==> src/rtl/sdram_port_arbiter.sv <==
`default_nettype none
// ============================================================================
// Module   : sdram_port_arbiter
// Purpose  : Shares one SDRAM controller command port between the video line
//            reader (priority) and the frame-buffer writer. Define
//            SDRAM_ARB_FAIRNESS_EN to bound writer starvation.
// Revision : 1.0 - initial release
// ============================================================================
module sdram_port_arbiter #(
  parameter int AW       = 22,
  parameter int LW       = 9,
  parameter int FAIR_MAX = 4
) (
  input  logic          clk,
  input  logic          reset,
  input  logic          sdr_init_done,
  input  logic          vid_req,
  input  logic [AW-1:0] vid_addr,
  input  logic [LW-1:0] vid_len,
  output logic          vid_gnt,
  output logic [15:0]   vid_rdata,
  output logic          vid_rvalid,
  input  logic          wr_req,
  input  logic [AW-1:0] wr_addr,
  input  logic [LW-1:0] wr_len,
  output logic          wr_gnt,
  input  logic [15:0]   wr_data,
  output logic          wr_dreq,
  output logic          ctl_cmd_valid,
  input  logic          ctl_cmd_ready,
  output logic          ctl_cmd_we,
  output logic [AW-1:0] ctl_cmd_addr,
  output logic [LW-1:0] ctl_cmd_len,
  input  logic          ctl_wdata_req,
  output logic [15:0]   ctl_wdata,
  input  logic          ctl_rvalid,
  input  logic [15:0]   ctl_rdata,
  input  logic          ctl_done,
  output logic          busy,
  output logic          err_len
);

  typedef enum logic [1:0] {
    S_IDLE  = 2'd0,
    S_ISSUE = 2'd1,
    S_XFER  = 2'd2,
    S_GAP   = 2'd3
  } state_t;

  localparam logic [LW-1:0] c_MAX_LEN = {1'b1, {(LW-1){1'b0}}};

  state_t        r_state, w_state_next;
  logic [AW-1:0] r_addr;
  logic [LW-1:0] r_len, r_cnt, w_cnt_next, w_sel_len;
  logic          r_we, r_vid_rvalid, r_err;
  logic [15:0]   r_vid_rdata;
  logic          w_sel_vid, w_sel_wr, w_grant, w_len_bad, w_fair_force;
  logic          w_in_xfer, w_vid_beat, w_wr_beat, w_stray, w_cnt_err;

  assign w_in_xfer  = (r_state == S_XFER);
  assign w_vid_beat = w_in_xfer && !r_we && ctl_rvalid;
  assign w_wr_beat  = w_in_xfer && r_we && ctl_wdata_req;
  assign w_stray    = !w_in_xfer && (ctl_rvalid || ctl_wdata_req);
  assign w_cnt_next = r_cnt + {{(LW-1){1'b0}}, (w_vid_beat || w_wr_beat)};
  assign w_cnt_err  = w_in_xfer && ctl_done && (w_cnt_next != r_len);

  // Owner selection; reset masks the combinational grant so outputs stay 0.
  always_comb begin
    w_sel_vid = 1'b0;
    w_sel_wr  = 1'b0;
    if (r_state == S_IDLE && sdr_init_done && !reset) begin
      if (vid_req && !(wr_req && w_fair_force)) w_sel_vid = 1'b1;
      else if (wr_req)                          w_sel_wr  = 1'b1;
    end
  end

  assign w_grant   = w_sel_vid || w_sel_wr;
  assign w_sel_len = w_sel_wr ? wr_len : vid_len;
  assign w_len_bad = (w_sel_len == '0) || (w_sel_len > c_MAX_LEN);

`ifdef SDRAM_ARB_FAIRNESS_EN
  logic [2:0] r_fair_cnt;

  assign w_fair_force = (r_fair_cnt == 3'(FAIR_MAX));

  always_ff @(posedge clk) begin
    if (reset) begin
      r_fair_cnt <= 3'd0;
    end else if (r_state == S_IDLE) begin
      if (w_sel_wr || !wr_req) r_fair_cnt <= 3'd0;
      else if (w_sel_vid)      r_fair_cnt <= r_fair_cnt + 3'd1;
    end
  end
`else
  // Strict video priority; FAIR_MAX has no effect in this build.
  assign w_fair_force = (FAIR_MAX < 0);
`endif

  always_comb begin
    w_state_next  = r_state;
    vid_gnt       = w_sel_vid;
    wr_gnt        = w_sel_wr;
    ctl_cmd_valid = (r_state == S_ISSUE);
    wr_dreq       = w_wr_beat;
    ctl_wdata     = (w_in_xfer && r_we) ? wr_data : 16'h0000;
    busy          = (r_state != S_IDLE);
    case (r_state)
      S_IDLE:  if (w_grant) w_state_next = w_len_bad ? S_GAP : S_ISSUE;
      S_ISSUE: if (ctl_cmd_ready) w_state_next = S_XFER;
      S_XFER:  if (ctl_done) w_state_next = S_GAP;
      default: w_state_next = S_IDLE;
    endcase
  end

  always_ff @(posedge clk) begin
    if (reset) r_state <= S_IDLE;
    else       r_state <= w_state_next;
  end

  always_ff @(posedge clk) begin
    if (reset) begin
      r_addr       <= '0;
      r_len        <= '0;
      r_we         <= 1'b0;
      r_cnt        <= '0;
      r_vid_rvalid <= 1'b0;
      r_vid_rdata  <= 16'h0000;
      r_err        <= 1'b0;
    end else begin
      r_vid_rvalid <= w_vid_beat;
      if (w_vid_beat) r_vid_rdata <= ctl_rdata;
      if (w_grant) begin
        r_addr <= w_sel_wr ? wr_addr : vid_addr;
        r_len  <= w_sel_len;
        r_we   <= w_sel_wr;
        r_cnt  <= '0;
      end else begin
        r_cnt  <= w_cnt_next;
      end
      if ((w_grant && w_len_bad) || w_cnt_err || w_stray) r_err <= 1'b1;
    end
  end

  assign ctl_cmd_we   = r_we;
  assign ctl_cmd_addr = r_addr;
  assign ctl_cmd_len  = r_len;
  assign vid_rvalid   = r_vid_rvalid;
  assign vid_rdata    = r_vid_rdata;
  assign err_len      = r_err;

endmodule
`default_nettype wire

==> config.mk <==
export PLATFORM = sky130hd
export DESIGN_NAME = sdram_port_arbiter
export DESIGN_NICKNAME = d
export VERILOG_FILES = /design/src/rtl/sdram_port_arbiter.sv
export SDC_FILE = /design/constraint.sdc
export NUM_CORES = 1
export LEC_CHECK = 0
export ABC_AREA = 1
export ABC_CLOCK_PERIOD_IN_PS = 3400
export CAP_MARGIN = 25
export CORE_UTILIZATION = 38
export CTS_CLUSTER_SIZE = 25
export DETAILED_ROUTE_END_ITERATION = 6
export PLACE_DENSITY = 0.87
export SLEW_MARGIN = 25
export SYNTH_ARGS = -nofsm -noshare
export SYNTH_HDL_FRONTEND = slang
export SYNTH_SLANG_ARGS = --single-unit
==> constraint.sdc <==
create_clock -name clk -period 3.4 [get_ports clk]
set_input_delay 0.68 -clock clk [delete_from_list [all_inputs] [get_ports clk]]
set_output_delay 0.68 -clock clk [all_outputs]
set_load 0.03 [all_outputs]
==> metrics, run 1 <==
# fillers=652; H-tree levels=3; Final setup viols=0; Switching Share=0.368; Rel. slew slack=0.616; Bufs on Longest Clock Path=2; CTS clk-pin slew, worst paths=approximately 0.06 ns; post-synth top area share=0.403; site row count=32; Antenna Nets Post-Route=0; mux contribution to synthesized area=0; Routed WL=9690 um; RSZ-0062 raised after global routing=no; Worst R2R End=err_len$_SDFFE_PP0P_; total number of vias=about 3500; share of post-route cells with drive strength above 1=0.0696; Setup Fix Bufs, Post-CTS=0; DR vias/cell=4.87; Final Hold Viols=0; Seq pwr share=0.356; crit path DAT=3.23 ns; Clock Sink Count=61; CP startpoint kind=register; RR Startpoint=r_state[0]$_SDFFE_PP0P_; pins over their slew limit=0; hold path depth=2; Setup TNS=0 ns; Die X=approximately 91 um; WP data required=3.63 ns; Post-Synth Simple-Gate Area=0.321; #FFs+latches synth=between 60 and 70; power per cell area=516 mW/mm2; Tmin final=roughly 3.0 ns; P_sw=957 uW; Max Clk Rate=0.333 GHz; outcome=completed; num ports=174; critical path capture point type=register; area share of fa/ha/maj cells after synthesis=0.0248; crit path kind=register to register; PortBufs=173; fin worst setup slack=0.398 ns; Total Die Area=0.00834 mm2; core area=roughly 0.0077 mm2; sequential area share after synthesis=0.403; antenna cell count=0; clock skew=0.00631 ns; Placed Area=0.00485 mm2; Detail Placement HPWL=between 7000 and 8000 um; worst-skew pair later-pin latency=0.33 ns; area added between synthesis and finish=66.2%; FF-to-FF setup slack=0.40 ns; dominant cell type by area after synthesis=dfxtp_1; Pleak=0.00220 uW; compound-cell area share of the yosys netlist=0.133; initial core utilization=0.392; Cell variety after synth=28; crit-path max FO=18; max cap viols=0; vias in the first global route=3379; largest net degree at the start of global routing=46; first-pass GRT wire length=15500 um; DRC Markers=0; fin crit share=0.883; number of buffers created by CTS=9; worst hold path type=register to register; CTS tree=yes; Synth warnings=0; main combinational cell family by area after synthesis=simple AND/OR/NAND/NOR gates; Int Power=1640 uW; post-synthesis xor/xnor area fraction=0.0144; Clock power frac=0.231; syn_nets=approximately 550; final core occ=0.652; Tightest Pin Transition=0.575 ns; CTS resizes=0; syn avg cell area=a little under 7 um2; cells on worst reg2reg path=17; combinational share of power=0.413; design area=0.00504 mm2; Initial DRT Pass Iterations=4; All-Layer GR Usage=0.236; Root Buffer=clkbuf_8; drt wl/cell=approximately 13 um; worst hold start=ctl_cmd_addr[8]$_SDFFE_PP0P_; DP Worst Slack=around 0.22 ns; RD Place Congestion=0.883; Hold EP=ctl_cmd_addr[8]$_SDFFE_PP0P_; Iter 0 DRT Violations=252; initial antenna violation count=0; Cells after Synth=442; Mapped Area=around 0.0030 mm2; DIE HEIGHT=91.3 um; Post-layout nets=around 720; peak supply drop=0.368 mV; post-cts hold buffer count=0; top cells by area, synth=dfxtp_1 40%, nor2_1 11%, nand2_1 7.3%; Remaining Overflow, GRT=0
## synthesized netlist by cell type
library cell and n:
a21oi_1 23, a21oi_2 2, a31oi_1 1, buf_2 7
buf_8 1, clkbuf_1 11, clkinv_1 2, dfxtp_1 61
ha_1 6, inv_1 56, inv_2 2, nand2_1 59
nand2_2 7, nand2_8 1, nand3_1 39, nand3_2 1
nand3b_1 8, nand4_1 2, nor2_1 89, nor2_2 2
nor2_4 2, nor2_8 1, nor3_1 2, nor3_2 1
o21ai_0 43, o21ai_1 1, o22ai_1 7, xor2_1 5
## cells by family (layout without fill, tap and decap cells)
kind of cell	Yosys count	count (layout)
buffers and inverters	79	255
flip-flops	61	61
adder cells (fa/ha/maj)	6	6
AO/OA/AOI/OAI	77	77
XOR/XNOR	5	5
AND/OR/NAND/NOR	214	214
## metrics by stage
stage	instances	hold slack (ns)	power (uW)
2_1_floorplan	442	0.530	1520
3_3_place_gp	706	0.467	1980
3_5_place_dp	706	0.474	2010
4_1_cts	720	0.488	2610
5_1_grt	720	0.518	2740
6_report	720	0.482	2600
## critical path, stage by stage (launching register included)
cell	delay [ns]
dfxtp_1	0.39
inv_1	0.09
ha_1	0.22
nand2_1	0.45
o21ai_0	0.18
ha_1	0.26
ha_1	0.24
nand3_1	0.14
xor2_1	0.27
nor2_1	0.09
nor2_1	0.11
nand2_1	0.06
nor2_1	0.11
nand2_1	0.07
nand2_1	0.05
nand3_1	0.06
nand2_1	0.06
inv_1	0.04
## cell type report
type | count | area [um2] | share of cell area
Clock buffer | 13 | 179 | 0.0355
Clock inverter | 1 | 5.00 | 0.000993
Inverter | 60 | 225 | 0.0447
Multi-Input combinational cell | 302 | 1490 | 0.296
Sequential cell | 61 | 1220 | 0.242
Tap cell | 102 | 128 | 0.0253
Timing Repair Buffer | 181 | 1790 | 0.355
## layer usage
metal,up-vias,GRT usage,wire length [um]
li1,1752,-,-
met1,1579,0.264,3860
met2,164,0.415,4770
met3,10,0.0821,910
met4,0,0.0780,151
met5,-,0,0
## power groups by stage
stage          clock network, uW  logic, uW  registers [uW]
2_1_floorplan                  0        367            1160
3_3_place_gp                   0       1050             931
3_5_place_dp                   0       1070             937
4_1_cts                      610       1080             925
5_1_grt                      648       1150             940
6_report                     600       1070             926
## flip-flops by register name, summed over array words and instances (netlist names)
name / count
vid_rvalid: 1
ctl_cmd_len: 9
err_len: 1
ctl_cmd_addr: 22
r_cnt: 9
ctl_cmd_we: 1
r_state: 2
vid_rdata: 16
## worst max-delay path by stage
stage	slack [ns]	startpoint	endpoint	depth (start not counted)
floorplan	0.51	ctl_rvalid	err_len$_SDFFE_PP0P_	20
global placement	0.38	ctl_rvalid	err_len$_SDFFE_PP0P_	20
detailed placement	0.22	ctl_rvalid	err_len$_SDFFE_PP0P_	18
CTS	0.39	r_state[0]$_SDFFE_PP0P_	err_len$_SDFFE_PP0P_	19
global route	0.07	r_state[0]$_SDFFE_PP0P_	err_len$_SDFFE_PP0P_	19
finish	0.40	r_state[0]$_SDFFE_PP0P_	err_len$_SDFFE_PP0P_	17
## layout by cell type (no fill, tap or decap), types with 2 or more instances in the layout
cell	instances
clkdlybuf4s50_1	171
nor2_1	89
dfxtp_1	61
nand2_1	59
inv_1	56
o21ai_0	43
nand3_1	39
a21oi_1	23
clkbuf_8	13
buf_4	10
nand3b_1	8
nand2_2	7
o22ai_1	7
ha_1	6
xor2_1	5
nor2_4	2
inv_2	2
clkinv_1	2
nor3_1	2
nand4_1	2
nor2_2	2
a21oi_2	2
Note: power is estimated with default switching activity, not from simulation.
==> inputs of run 2 (changes only) <==
- CAP_MARGIN: 25 -> 20
==> results of run 2 <==
Final layout, timing and power as in run 1 (identical DEF).
==> inputs of run 3 (changes only) <==
- GPL_ROUTABILITY_DRIVEN: not set -> 0
- GPL_TIMING_DRIVEN: not set -> 1
==> run 3 against run 2 <==
Effect of this change:
- via count rose by 0.86%
- clock skew is essentially flat
- register-to-register slack better by 0.04 ns
- sequential share of layout area did not move
- core utilization unchanged
- non-clock buffer count stayed put
- sequential power down 0.4%
- routed wire length rose by 1.2%
- maximum frequency increased by 1.4%
- die area is the same
- largest cell class unchanged
==> metrics, run 3 (synthesis gave the netlist of run 1 again) <==
Setup TNS=0 ns (unchanged); crit path kind=primary input to register; CP startpoint kind=primary input; CTS tree=yes; Setup Fix Bufs, Post-CTS=0 (unchanged); area added between synthesis and finish=66.2% (unchanged); Worst R2R End=err_len$_SDFFE_PP0P_; PortBufs=173 (unchanged); RSZ-0062 raised after global routing=no; worst hold path type=register to register; Clock Sink Count=61 (unchanged); drt wl/cell=13.6 um (+1.2%); DIE HEIGHT=91.3 um (unchanged); critical path capture point type=register; initial core utilization=0.392 (unchanged); num ports=174 (unchanged); fin worst setup slack=0.440 ns (+0.0416 ns); Antenna Nets Post-Route=0 (unchanged); antenna cell count=0 (unchanged); Max Clk Rate=0.338 GHz (+1.4%); peak supply drop=0.290 mV (-21%); Initial DRT Pass Iterations=4 (unchanged); Routed WL=9800 um (+1.2%); WP data required=3.62 ns (about the same); CTS clk-pin slew, worst paths=0.07 ns (about the same); number of buffers created by CTS=9 (unchanged); CTS resizes=0 (unchanged); crit path DAT=3.19 ns (-0.04 ns); commonest non-fill, non-tap cells in the layout=171 x clkdlybuf4s50_1, 89 x nor2_1, 61 x dfxtp_1; Final setup viols=0 (unchanged); cells on worst reg2reg path=19 (+2); Pleak=0.00220 uW (unchanged); Hold EP=ctl_cmd_addr[9]$_SDFFE_PP0P_; crit-path max FO=4 (-14); Remaining Overflow, GRT=0 (unchanged); Final Hold Viols=0 (unchanged); clock skew=0.00650 ns (+0.000182 ns); worst-skew pair later-pin latency=0.32 ns (about the same); design area=0.00504 mm2 (unchanged); fin crit share=0.871 (-0.0122); vias in the first global route=3498 (+3.5%); DR vias/cell=4.91 (+0.86%); Placed Area=0.00485 mm2 (unchanged); DRC Markers=0 (unchanged); share of post-route cells with drive strength above 1=0.0696 (unchanged); largest net degree at the start of global routing=46 (unchanged); H-tree levels=3 (unchanged); Bufs on Longest Clock Path=2 (unchanged); worst hold start=ctl_cmd_addr[9]$_SDFFE_PP0P_; pins over their slew limit=0 (unchanged); Total Die Area=0.00834 mm2 (unchanged); max cap viols=0 (unchanged); total number of vias=3535 (+0.86%); RR Startpoint=r_state[0]$_SDFFE_PP0P_; Detail Placement HPWL=7420 um (+2.4%); Root Buffer=clkbuf_8; Post-layout nets=724 (unchanged); post-cts hold buffer count=0 (unchanged); site row count=32 (unchanged); initial antenna violation count=0 (unchanged); power per cell area=514 mW/mm2 (-0.33%); All-Layer GR Usage=0.241 (+0.00515); Rel. slew slack=0.622 (+0.00674); first-pass GRT wire length=16000 um (+2.7%); FF-to-FF setup slack=0.44 ns (+0.04 ns); commonest non-fill, non-tap cell in the layout=clkdlybuf4s50_1; DP Worst Slack=0.187 ns (-0.0361 ns); Tmin final=2.96 ns (-0.0416 ns); hold path depth=2 (unchanged); Tightest Pin Transition=0.565 ns (-0.0101 ns); Iter 0 DRT Violations=178 (-29%); Die X=91.3 um (unchanged); outcome=completed; core area=0.00773 mm2 (unchanged); max FFs per register=22 (unchanged)
[run 3: cell counts in the layout (fill, tap and decap cells not counted)]
No cell type changed its count.
[run 3: worst max-delay path by stage]
| stage | start | to | slack [ns] | cells past startpoint |
|---|---|---|---|---|
| after floorplan | ctl_rvalid | err_len$_SDFFE_PP0P_ | 0.51 | 20 |
| after global placement | ctl_rvalid | err_len$_SDFFE_PP0P_ | 0.38 | 20 |
| after detailed placement | ctl_rvalid | err_len$_SDFFE_PP0P_ | 0.19 | 20 |
| after CTS | r_state[0]$_SDFFE_PP0P_ | ctl_wdata[15] | 0.40 | 5 |
| after global routing | r_state[0]$_SDFFE_PP0P_ | err_len$_SDFFE_PP0P_ | 0.12 | 19 |
| final | ctl_rvalid | err_len$_SDFFE_PP0P_ | 0.44 | 20 |
[run 3: critical path: stages]
cell and delay (ns):
clkdlybuf4s50_1 0.46, inv_1 0.06, nor3_2 0.20, clkinv_1 0.12, o21ai_0 0.10, ha_1 0.27
ha_1 0.23, nand3_1 0.12, inv_1 0.14, nand4_1 0.15, nand2_1 0.15, nand2_1 0.06
nand2_1 0.05, nand2_1 0.04, nor2_1 0.08, nand2_1 0.06, nand2_1 0.06, nand3_1 0.07
nand2_1 0.06, inv_1 0.04
[run 3: report_power, final]
group	switching, uW	total, uW	leakage (uW)	internal [uW]
sequential	77.0	922	0.000498	845
clock	264	599	0.0000974	335
combinational	608	1070	0.00160	461
[run 3: layer usage]
| layer | vias to the layer above | track usage | share of wire |
|---|---|---|---|
| met5 | - | 0 | 0 |
| met4 | 0 | 0.103 | 0.018 |
| met3 | 16 | 0.0821 | 0.091 |
| met2 | 165 | 0.424 | 0.50 |
| met1 | 1600 | 0.262 | 0.39 |
| li1 | 1754 | - | - |
[run 3: stage by stage]
stage	power [uW]	std cells	hold WS [ns]	util
final	2590	720	0.485	0.652
after floorplan	1520	442	0.530	-
after CTS	2610	720	0.486	0.652
after detailed placement	2010	706	0.470	0.628
after global routing	2750	720	0.522	0.652
after global placement	1980	706	0.467	0.628
[run 3: area by class of cell]
class	instances	area [um2]
Clock inverter	1	5.00
Sequential cell	61	1220
Fill cell	668	2690
Inverter	60	225
Multi-Input combinational cell	302	1490
Timing Repair Buffer	181	1790
Clock buffer	13	179
Tap cell	102	128
